[src/rtl/spike_round_scheduler_pkg.sv]
// Shared definitions for the spike round scheduler: spike codes, FSM states,
// and the {spike, id} broadcast packing also used by the neuron's spike_in.
package spike_round_scheduler_pkg;

  localparam int TEN_W   = 2;
  localparam int NID_W   = 9;
  localparam int BCAST_W = TEN_W + NID_W;

  localparam logic [TEN_W-1:0] SPK_NONE = 2'd0;
  localparam logic [TEN_W-1:0] SPK_POS  = 2'd1;
  localparam logic [TEN_W-1:0] SPK_NEG  = 2'd2;

  typedef enum logic [2:0] {
    S_IDLE,
    S_KICK,
    S_WAIT,
    S_SCAN,
    S_BCAST
  } state_e;

endpackage

[src/rtl/spike_round_scheduler_rr_scan_ptr.sv]
// Round-robin scan pointer: wrapping probe pointer, probe counter and the
// origin of the next scan (one past the last winner).
module rr_scan_ptr #(
  parameter int W = 9
) (
  input  logic         clk,
  input  logic         reset_l,
  input  logic         init,
  input  logic         load,
  input  logic         step,
  input  logic         hit,
  input  logic [W-1:0] active,
  output logic [W-1:0] ptr,
  output logic         last
);

  logic [W-1:0] ptr_q, ptr_d;
  logic [W-1:0] cnt_q, cnt_d;
  logic [W-1:0] origin_q, origin_d;
  logic [W-1:0] ptr_inc;

  assign ptr_inc = (ptr_q == active - W'(1)) ? '0 : ptr_q + W'(1);

  // The last winner is kept as (winner+1) mod active, i.e. where the next
  // scan begins; a reset or init value of 0 is the "active-1" equivalent.
  always_comb begin
    ptr_d    = ptr_q;
    cnt_d    = cnt_q;
    origin_d = origin_q;
    if (init)     origin_d = '0;
    else if (hit) origin_d = ptr_inc;
    if (load) begin
      ptr_d = origin_q;
      cnt_d = '0;
    end else if (step) begin
      ptr_d = ptr_inc;
      cnt_d = cnt_q + W'(1);
    end
  end

  always_ff @(posedge clk or negedge reset_l) begin
    if (!reset_l) begin
      ptr_q    <= '0;
      cnt_q    <= '0;
      origin_q <= '0;
    end else begin
      ptr_q    <= ptr_d;
      cnt_q    <= cnt_d;
      origin_q <= origin_d;
    end
  end

  assign ptr  = ptr_q;
  assign last = (cnt_q == active - W'(1));

endmodule

[src/rtl/spike_round_scheduler.sv]
// Sequences annealing iterations: wait for the network, round-robin pick one
// spike, broadcast it with networkDone, repeat num_iter times.
module spike_round_scheduler
  import spike_round_scheduler_pkg::*;
#(
  parameter int NUM_NEURON      = 512,
  parameter int NEURON_ID_WIDTH = NID_W,
  parameter int TEN_DATA_WIDTH  = TEN_W,
  parameter int ITER_WIDTH      = 16
) (
  input  logic                                clk,
  input  logic                                reset_l,
  input  logic                                start,
  input  logic [NEURON_ID_WIDTH-1:0]          active_neuron,
  input  logic [ITER_WIDTH-1:0]               num_iter,
  input  logic                                all_en_network,
  input  logic [TEN_DATA_WIDTH-1:0]           rd_spike,
  output logic [NEURON_ID_WIDTH-1:0]          rd_id,
  output logic [TEN_DATA_WIDTH+NEURON_ID_WIDTH-1:0] spike_bcast,
  output logic                                en_spike,
  output logic                                networkDone,
  output logic                                busy,
  output logic                                run_done,
  output logic [ITER_WIDTH-1:0]               iter_count
);

  localparam int BW = TEN_DATA_WIDTH + NEURON_ID_WIDTH;

  state_e                     state_q, state_d;
  logic [NEURON_ID_WIDTH-1:0] active_q, active_d;
  logic [ITER_WIDTH-1:0]      num_iter_q, num_iter_d;
  logic [ITER_WIDTH-1:0]      iter_count_q, iter_count_d;
  logic [BW-1:0]              spike_bcast_q, spike_bcast_d;
  logic en_spike_q, en_spike_d;
  logic network_done_q, network_done_d;
  logic busy_q, busy_d;
  logic run_done_q, run_done_d;

  logic                       sp_init, sp_load, sp_step, sp_hit, sp_last;
  logic [NEURON_ID_WIDTH-1:0] ptr;
  logic                       probe_hit;

  // Code 3 is illegal and counts as no spike.
  assign probe_hit = (rd_spike == TEN_DATA_WIDTH'(SPK_POS)) ||
                     (rd_spike == TEN_DATA_WIDTH'(SPK_NEG));

  rr_scan_ptr #(.W(NEURON_ID_WIDTH)) u_scan (
    .clk    (clk),
    .reset_l(reset_l),
    .init   (sp_init),
    .load   (sp_load),
    .step   (sp_step),
    .hit    (sp_hit),
    .active (active_q),
    .ptr    (ptr),
    .last   (sp_last)
  );

  always_comb begin
    state_d        = state_q;
    active_d       = active_q;
    num_iter_d     = num_iter_q;
    iter_count_d   = iter_count_q;
    spike_bcast_d  = spike_bcast_q;
    en_spike_d     = 1'b0;
    network_done_d = 1'b0;
    busy_d         = busy_q;
    run_done_d     = 1'b0;
    sp_init        = 1'b0;
    sp_load        = 1'b0;
    sp_step        = 1'b0;
    sp_hit         = 1'b0;
    case (state_q)
      S_IDLE: if (start) begin
        active_d     = active_neuron;
        num_iter_d   = num_iter;
        iter_count_d = '0;
        sp_init      = 1'b1;
        if (num_iter == '0 || active_neuron == '0) begin
          run_done_d = 1'b1;
        end else begin
          state_d    = S_KICK;
          en_spike_d = 1'b1;
          busy_d     = 1'b1;
        end
      end
      S_KICK: state_d = S_WAIT;
      S_WAIT: if (all_en_network) begin
        sp_load = 1'b1;
        state_d = S_SCAN;
      end
      S_SCAN: begin
        // Winner is registered on the way into BCAST so it is stable both in
        // the networkDone cycle and the cycle after, when neurons sample it.
        if (probe_hit) begin
          spike_bcast_d  = {rd_spike, ptr};
          sp_hit         = 1'b1;
          network_done_d = 1'b1;
          state_d        = S_BCAST;
        end else if (sp_last) begin
          spike_bcast_d  = '0;
          network_done_d = 1'b1;
          state_d        = S_BCAST;
        end else begin
          sp_step = 1'b1;
        end
      end
      S_BCAST: begin
        iter_count_d = (iter_count_q == '1) ? iter_count_q
                                             : iter_count_q + ITER_WIDTH'(1);
        if (iter_count_d == num_iter_q) begin
          run_done_d = 1'b1;
          busy_d     = 1'b0;
          state_d    = S_IDLE;
        end else begin
          state_d = S_WAIT;
        end
      end
      default: state_d = S_IDLE;
    endcase
  end

  always_ff @(posedge clk or negedge reset_l) begin
    if (!reset_l) begin
      state_q        <= S_IDLE;
      active_q       <= '0;
      num_iter_q     <= '0;
      iter_count_q   <= '0;
      spike_bcast_q  <= '0;
      en_spike_q     <= 1'b0;
      network_done_q <= 1'b0;
      busy_q         <= 1'b0;
      run_done_q     <= 1'b0;
    end else begin
      state_q        <= state_d;
      active_q       <= active_d;
      num_iter_q     <= num_iter_d;
      iter_count_q   <= iter_count_d;
      spike_bcast_q  <= spike_bcast_d;
      en_spike_q     <= en_spike_d;
      network_done_q <= network_done_d;
      busy_q         <= busy_d;
      run_done_q     <= run_done_d;
    end
  end

  assign rd_id       = ptr;
  assign spike_bcast = spike_bcast_q;
  assign en_spike    = en_spike_q;
  assign networkDone = network_done_q;
  assign busy        = busy_q;
  assign run_done    = run_done_q;
  assign iter_count  = iter_count_q;

endmodule

[config.mk]
export PLATFORM = sky130hd
export DESIGN_NAME = spike_round_scheduler
export DESIGN_NICKNAME = d
export VERILOG_FILES = /design/src/rtl/spike_round_scheduler_pkg.sv /design/src/rtl/spike_round_scheduler_rr_scan_ptr.sv /design/src/rtl/spike_round_scheduler.sv
export SDC_FILE = /design/constraint.sdc
export NUM_CORES = 1
export LEC_CHECK = 0
export BUFFER_PORTS_ARGS = -buffer_cell sky130_fd_sc_hd__buf_4
export CAP_MARGIN = 20
export CORE_AREA = 10 10 109 111
export CTS_CLUSTER_DIAMETER = 40
export DETAILED_ROUTE_END_ITERATION = 10
export DIE_AREA = 0 0 119 121
export PLACE_DENSITY = 0.87
export SLEW_MARGIN = 40
export SYNTH_ARGS = -nofsm -noshare
export SYNTH_HDL_FRONTEND = slang
export SYNTH_SLANG_ARGS = --single-unit
[constraint.sdc]
create_clock -name clk -period 4 [get_ports clk]
set_input_delay 0.8 -clock clk [delete_from_list [all_inputs] [get_ports clk]]
set_output_delay 0.8 -clock clk [all_outputs]
set_load 0.01 [all_outputs]
======== Word level (Yosys, flattened, before mapping) ========
Cells that the tools add are included.
cells by class
  add/subtract/negate cells ............... 4
  equal/unequal tests ..................... 15
  muxes and demuxes ....................... 42
  reductions and logical operators ........ 14
operators by type and width
  kind                                               count
  2-to-1 mux 9 bit                                   7
  2-to-1 mux 16 bit                                  2
  case mux 16 bit (2 select lines)                   1
  2-to-1 mux 11 bit                                  2
  2-to-1 mux 1 bit                                   21
  adder 9 x 1 -> 9 bit (second input constant)       2
  == test 9 bit                                      2
  adder 16 x 1 -> 16 bit (second input constant)     1
  == test 16 bit                                     1
  == test 16 bit (second input constant)             1
  logical NOT 16 bit                                 1
  2-to-1 mux 3 bit                                   5
  case mux 3 bit (5 select lines)                    1
  logical NOT 9 bit                                  1
  subtractor 9 x 1 -> 9 bit (second input constant)  1
  inequality test 2 bit (second input constant)      4
  AND reduction 4 bit                                2
  nonzero test 2 bit                                 4
  == test 3 x 2 -> 1 bit (second input constant)     2
  AND reduction 2 bit                                3
  case mux 1 bit (2 select lines)                    2
  == test 3 x 1 -> 1 bit (second input constant)     1
  == test 3 bit (second input constant)              1
  logical NOT 3 bit                                  1
  other kinds (5)                                    6
word-level totals
  bits in registers ....................... 86
  input port bits ......................... 31
  output and inout bits ................... 40
  word-level logic and storage cells ...... 87

======== Logic depth before layout (Yosys ltp) ========
  depth in word-level cells ............... 7
  mapped depth ............................ 12
  depth with buffers taken out ............ 9

======== By module ========
Synthesis repeated with hierarchy kept, for this count alone.
second synthesis, totals
  cells, all modules ...................... 551
  area, all modules ....................... 5109.9 µm²
by module, submodules not included
  module                 instances  cells each  area an instance (µm²)  sequential area each (µm²)
  spike_round_scheduler  1          352         3249.4                  1476.4
  rr_scan_ptr            1          199         1860.5                  675.6

======== Worst setup path after synthesis ========
Ideal clock, no wire load.
  kind .................................... flip-flop to flip-flop
  start ................................... register active_q[0]
  end ..................................... register u_scan.ptr_q[3], in the netlist u_scan.ptr[3]
  library setup time ...................... 0.087 ns
  arrival time ............................ 2.693 ns
  data required time ...................... 3.913 ns
  path slack .............................. 1.220 ns
  cell stages (with the launch flop) ...... 12
  buffers on the path ..................... 2
  period minus slack after synthesis ...... 2.780 ns
  path through ............................ dfrtp_1 inv_1 ha_1 or4b_1 buf_2 xnor2_1 and4b_1 o211a_2 and2_4 buf_6 or4_1 o211ai_1
on the way
  longest elaborated chain between the ends .. 6
  elaborated cells on any way between the ends .. 10
  those cells by class .................... add/sub: 1; eq/ne: 2; mux: 6; reduce/logical: 1
ends and longest elaborated chain
  item                           RTL line                                                                          RTL
  start: declaration             spike_round_scheduler.sv:30                                                       logic [NEURON_ID_WIDTH-1:0] active_q, active_d;
  start signal: assignment       spike_round_scheduler.sv:136                                                      active_q <= active_d;
  subtractor 9 x 1 -> 9 bit (*)  spike_round_scheduler_rr_scan_ptr.sv:22, spike_round_scheduler_rr_scan_ptr.sv:54
  == test 9 bit                  spike_round_scheduler_rr_scan_ptr.sv:54                                           assign last = (cnt_q == active - W'(1));
  2-to-1 mux 1 bit               spike_round_scheduler.sv:100                                                      end else if (sp_last) begin
  2-to-1 mux 1 bit               spike_round_scheduler.sv:95                                                       if (probe_hit) begin
  2-to-1 mux 1 bit               spike_round_scheduler.sv:73                                                       case (state_q)
  nonzero test 2 bit (no line)   n/a
  end signal: assignment         spike_round_scheduler_rr_scan_ptr.sv:47                                           ptr_q <= ptr_d;
  end: declaration               spike_round_scheduler_rr_scan_ptr.sv:17                                           logic [W-1:0] ptr_q, ptr_d;
Every way passes the cells marked *; elsewhere a longest branch is shown, timed or not. The select of a mux whose other input is x is not followed.
A chain may end at the register's enable or synchronous reset.

======== Worst setup path after layout ========
  start ................................... register iter_count_q[0], in the netlist iter_count[0]
  end ..................................... register busy_q, in the netlist busy
on the way
  longest elaborated chain between the ends .. 5
  elaborated cells on any way between the ends .. 6
  those cells by class .................... add/sub: 1; eq/ne: 3; mux: 1; reduce/logical: 1
ends and longest elaborated chain
  item                                                      RTL line                                                    RTL
  start: declaration                                        spike_round_scheduler.sv:32                                 logic [ITER_WIDTH-1:0] iter_count_q, iter_count_d;
  start signal: assignment                                  spike_round_scheduler.sv:138                                iter_count_q <= iter_count_d;
  adder 16 x 1 -> 16 bit or == test 16 bit (tied branches)  spike_round_scheduler.sv:110, spike_round_scheduler.sv:109
  2-to-1 mux 16 bit (*)                                     spike_round_scheduler.sv:109                                iter_count_d = (iter_count_q == '1) ? iter_count_q
  == test 16 bit (*)                                        spike_round_scheduler.sv:111                                if (iter_count_d == num_iter_q) begin
  inequality test 2 bit (no line) (*)                       n/a
  AND reduction 4 bit (no line) (*)                         n/a
  end signal: assignment                                    spike_round_scheduler.sv:142                                busy_q <= busy_d;
  end: declaration                                          spike_round_scheduler.sv:36                                 logic busy_q, busy_d;
Every way passes the cells marked *; elsewhere a longest branch is shown, timed or not.

==> flow_metrics.py <==
metrics = {
    "outcome": {
        "outcome": "finished clean",
    },
    "global_route": {
        "antenna_found_initial": 0,
        "grt_use_met3_pct": 4.28,
        "met2_usage_pct": 30.8,
        "grt_util_all_layers_pct": 20.2,
        "grt_max_degree": 61,
        "grt_busiest_layer": "met2",
        "overflow": 0,
        "grt_pass1_wl_um": 24200,
        "grt_pass1_vias": 4621,
        "use_met1_pct": 28.3,
    },
    "synthesis": {
        "synth_flop_cell": "dfrtp_1",
        "synth_warnings": 0,
        "syn_nets": 628,
        "syn_inst": 591,
        "ys_seq_area_share_pct": 41.6,
        "synth_seq_cells": 86,
        "synth.avg_cell_area_um2": 8.76,
        "synth_area_um2": 5180,
        "synth_edf_count": 0,
        "async_reset_ff_share_pct": 100,
        "synth_cell_types": 64,
    },
    "sta": {
        "worst_pin_slew_ns": 0.776,
        "hold_violations": 0,
        "slew_violations": 0,
        "slew_headroom_pct": 47.8,
        "fmax_ghz": 0.312,
        "rsz0062_at_grt": "false",
        "setup_violations": 0,
        "finalCritPeriodShare_pct": 80.2,
        "post-route-min-period_ns": 3.21,
        "tns_ns": 0,
        "finClkSkew_ns": 0.0165,
    },
    "final_layout": {
        "final_cell_mix": "nand2_1 (106), dfrtp_1 (86), buf_4 (73), nor2_1 (37), o21ai_0 (29)",
        "multi_input_area_um2": 2790,
        "instances_no_fill": 772,
        "fillers": 861,
        "final_common_cell": "nand2_1",
        "regArea_um2": 2150,
        "syn_to_final_growth_pct": 14.4,
        "nets": 671,
        "antenna_cells": 0,
        "drive_gt1_share_pct": 16.3,
    },
    "floorplan": {
        "die_y_um": 121,
        "die_area_um2": 14400,
        "coreArea_um2": 9640,
        "pin_count": 71,
        "start_util_pct": 53.7,
        "die_x_um": 119,
        "num_rows": 36,
    },
    "critical_path": {
        "cp.required_ns": 4.25,
        "crit_path_start_kind": "flip-flop",
        "worstPathMaxFanout": 10,
        "arrival_ns": 3.46,
        "path_class": "reg2reg",
        "end_kind": "flip-flop",
    },
    "place": {
        "hpwl_um": 10600,
        "dp.cells": 756,
        "io_buffers": 70,
        "gp_congestion": 0.969,
    },
    "detailed_routing": {
        "viasPerCell": 6.22,
        "first_iter_violations": 449,
        "dr.pass1.iters": 5,
        "wire_per_inst_um": 18.8,
        "wirelength_um": 14500,
        "vias": 4805,
        "route.detailed.drc": 0,
        "final_antenna_net_count": 0,
    },
    "clock_network": {
        "clock_latency_ns": 0.38,
        "cts_setup_buffers": 0,
        "h-tree-depth": 3,
        "cts_tree": "built",
        "cts_buffers": 9,
        "cts-root-buf": "clkbuf_8",
        "clock_path_buffers": 2,
        "cts_hold_buf": 0,
        "clk_pin_slew_worst_paths_ns": 0.11,
        "cts_resized": 0,
        "cts.sinks": 86,
    },
    "job": {
        "maxCapViolCount": 0,
    },
    "worst_hold_path": {
        "hp-class": "in2async",
    },
    "power_and_ir_drop": {
        "max-vdd-ir-drop_mv": 0.360,
        "p_leak_nw": 2.64,
        "power_density_nw_per_um2": 616,
    },
}
==> cell families (layout without fill, tap and decap cells) <==
group | Yosys count | in the layout | share of synthesized area, %
AO/OA/AOI/OAI | 129 | 129 | 17.1
adder cells (fa/ha/maj) | 6 | 6 | 1.45
multiplexers | 6 | 6 | 1.21
XOR/XNOR | 44 | 44 | 8.51
flip-flops | 86 | 86 | 41.6
buffers and inverters | 59 | 107 | 4.91
AND/OR/NAND/NOR | 261 | 261 | 25.3
==> registers in the layout (all words and copies together) (netlist names), 3 cells and up <==
name / count
u_scan.ptr: 9
u_scan.cnt_q: 9
spike_bcast: 11
u_scan.origin_q: 9
state_q: 3
active_q: 9
iter_count: 16
num_iter_q: 16
==> per-layer routing <==
| layer | wire (um) | vias to the layer above |
|---|---|---|
| li1 | - | 2209 |
| met1 | 6650 | 2343 |
| met2 | 6510 | 230 |
| met3 | 1180 | 23 |
| met4 | 182 | 0 |
| met5 | 0 | - |
==> area by class of cell <==
| class | instances | area share (%) |
|---|---|---|
| inverter | 17 | 1.08 |
| clock buffer | 9 | 2.09 |
| multi-input combinational | 446 | 47.0 |
| sequential | 86 | 36.3 |
| timing repair buffer | 74 | 9.44 |
| tap | 133 | 2.81 |
| clock inverter | 7 | 1.20 |
==> critical path, cell delays in order (launching register included) <==
cell and delay [ns]:
dfrtp_1 0.55, ha_1 0.42, nand4_1 0.30, or4_1 0.72, a32oi_1 0.26, o311a_1 0.18, o2111ai_1 0.14, nor4_1 0.42
nor2_1 0.10
==> synth_stat cells (5+ instances only) <==
master	n	area share, %
nand2_1	106	7.7
dfrtp_1	86	42
nor2_1	37	2.7
clkbuf_1	31	2.2
o21ai_0	29	2.8
a21oi_1	25	2.4
nand3_1	24	2.3
xnor2_1	21	3.6
xor2_1	19	3.2
inv_1	17	1.2
nand4_1	14	1.7
nor4_1	14	1.7
o31ai_1	13	1.9
a22o_1	10	1.7
nand2b_1	10	1.2
or3_1	10	1.2
or4_1	10	1.5
a311oi_1	7	1.2
nor3_1	7	0.68
a31oi_1	6	0.73
and3_1	6	0.73
buf_2	6	0.58
ha_1	6	1.5
and2_1	5	0.60
==> metrics by stage <==
step	cell area, um^2	utilization, %	hold WS [ns]	total power, mW	worst slack, ns
floorplan	5180	-	0.450	2.53	1.22
global placement	5710	59.3	0.466	2.96	1.04
detailed placement	5710	59.3	0.475	3.02	0.893
CTS	5910	61.3	0.498	3.64	0.863
global route	5920	61.4	0.437	3.90	0.561
finish	5920	61.4	0.386	3.65	0.793
==> report_power, final <==
group          internal, mW  switching, mW
Clock                 0.244          0.371
Combinational         0.714          0.795
Sequential             1.14          0.391
==> path summary, 6_finish.rpt <==
path / from / endpoint / slack [ns] / cells after the start
hold reg to reg: u_scan.origin_q[4] / u_scan.origin_q[4] / 0.50 / 2
min in group clk: u_scan.origin_q[4] / u_scan.origin_q[4] / 0.50 / 2
setup reg to reg: iter_count[0] / busy / 0.79 / 8
hold / removal: reset_l / iter_count[8] / 0.39 / 1
setup / recovery: iter_count[0] / busy / 0.79 / 8
max in group asynchronous: reset_l / state_q[2] / 2.87 / 2
Power figures use the tool's default switching activity.
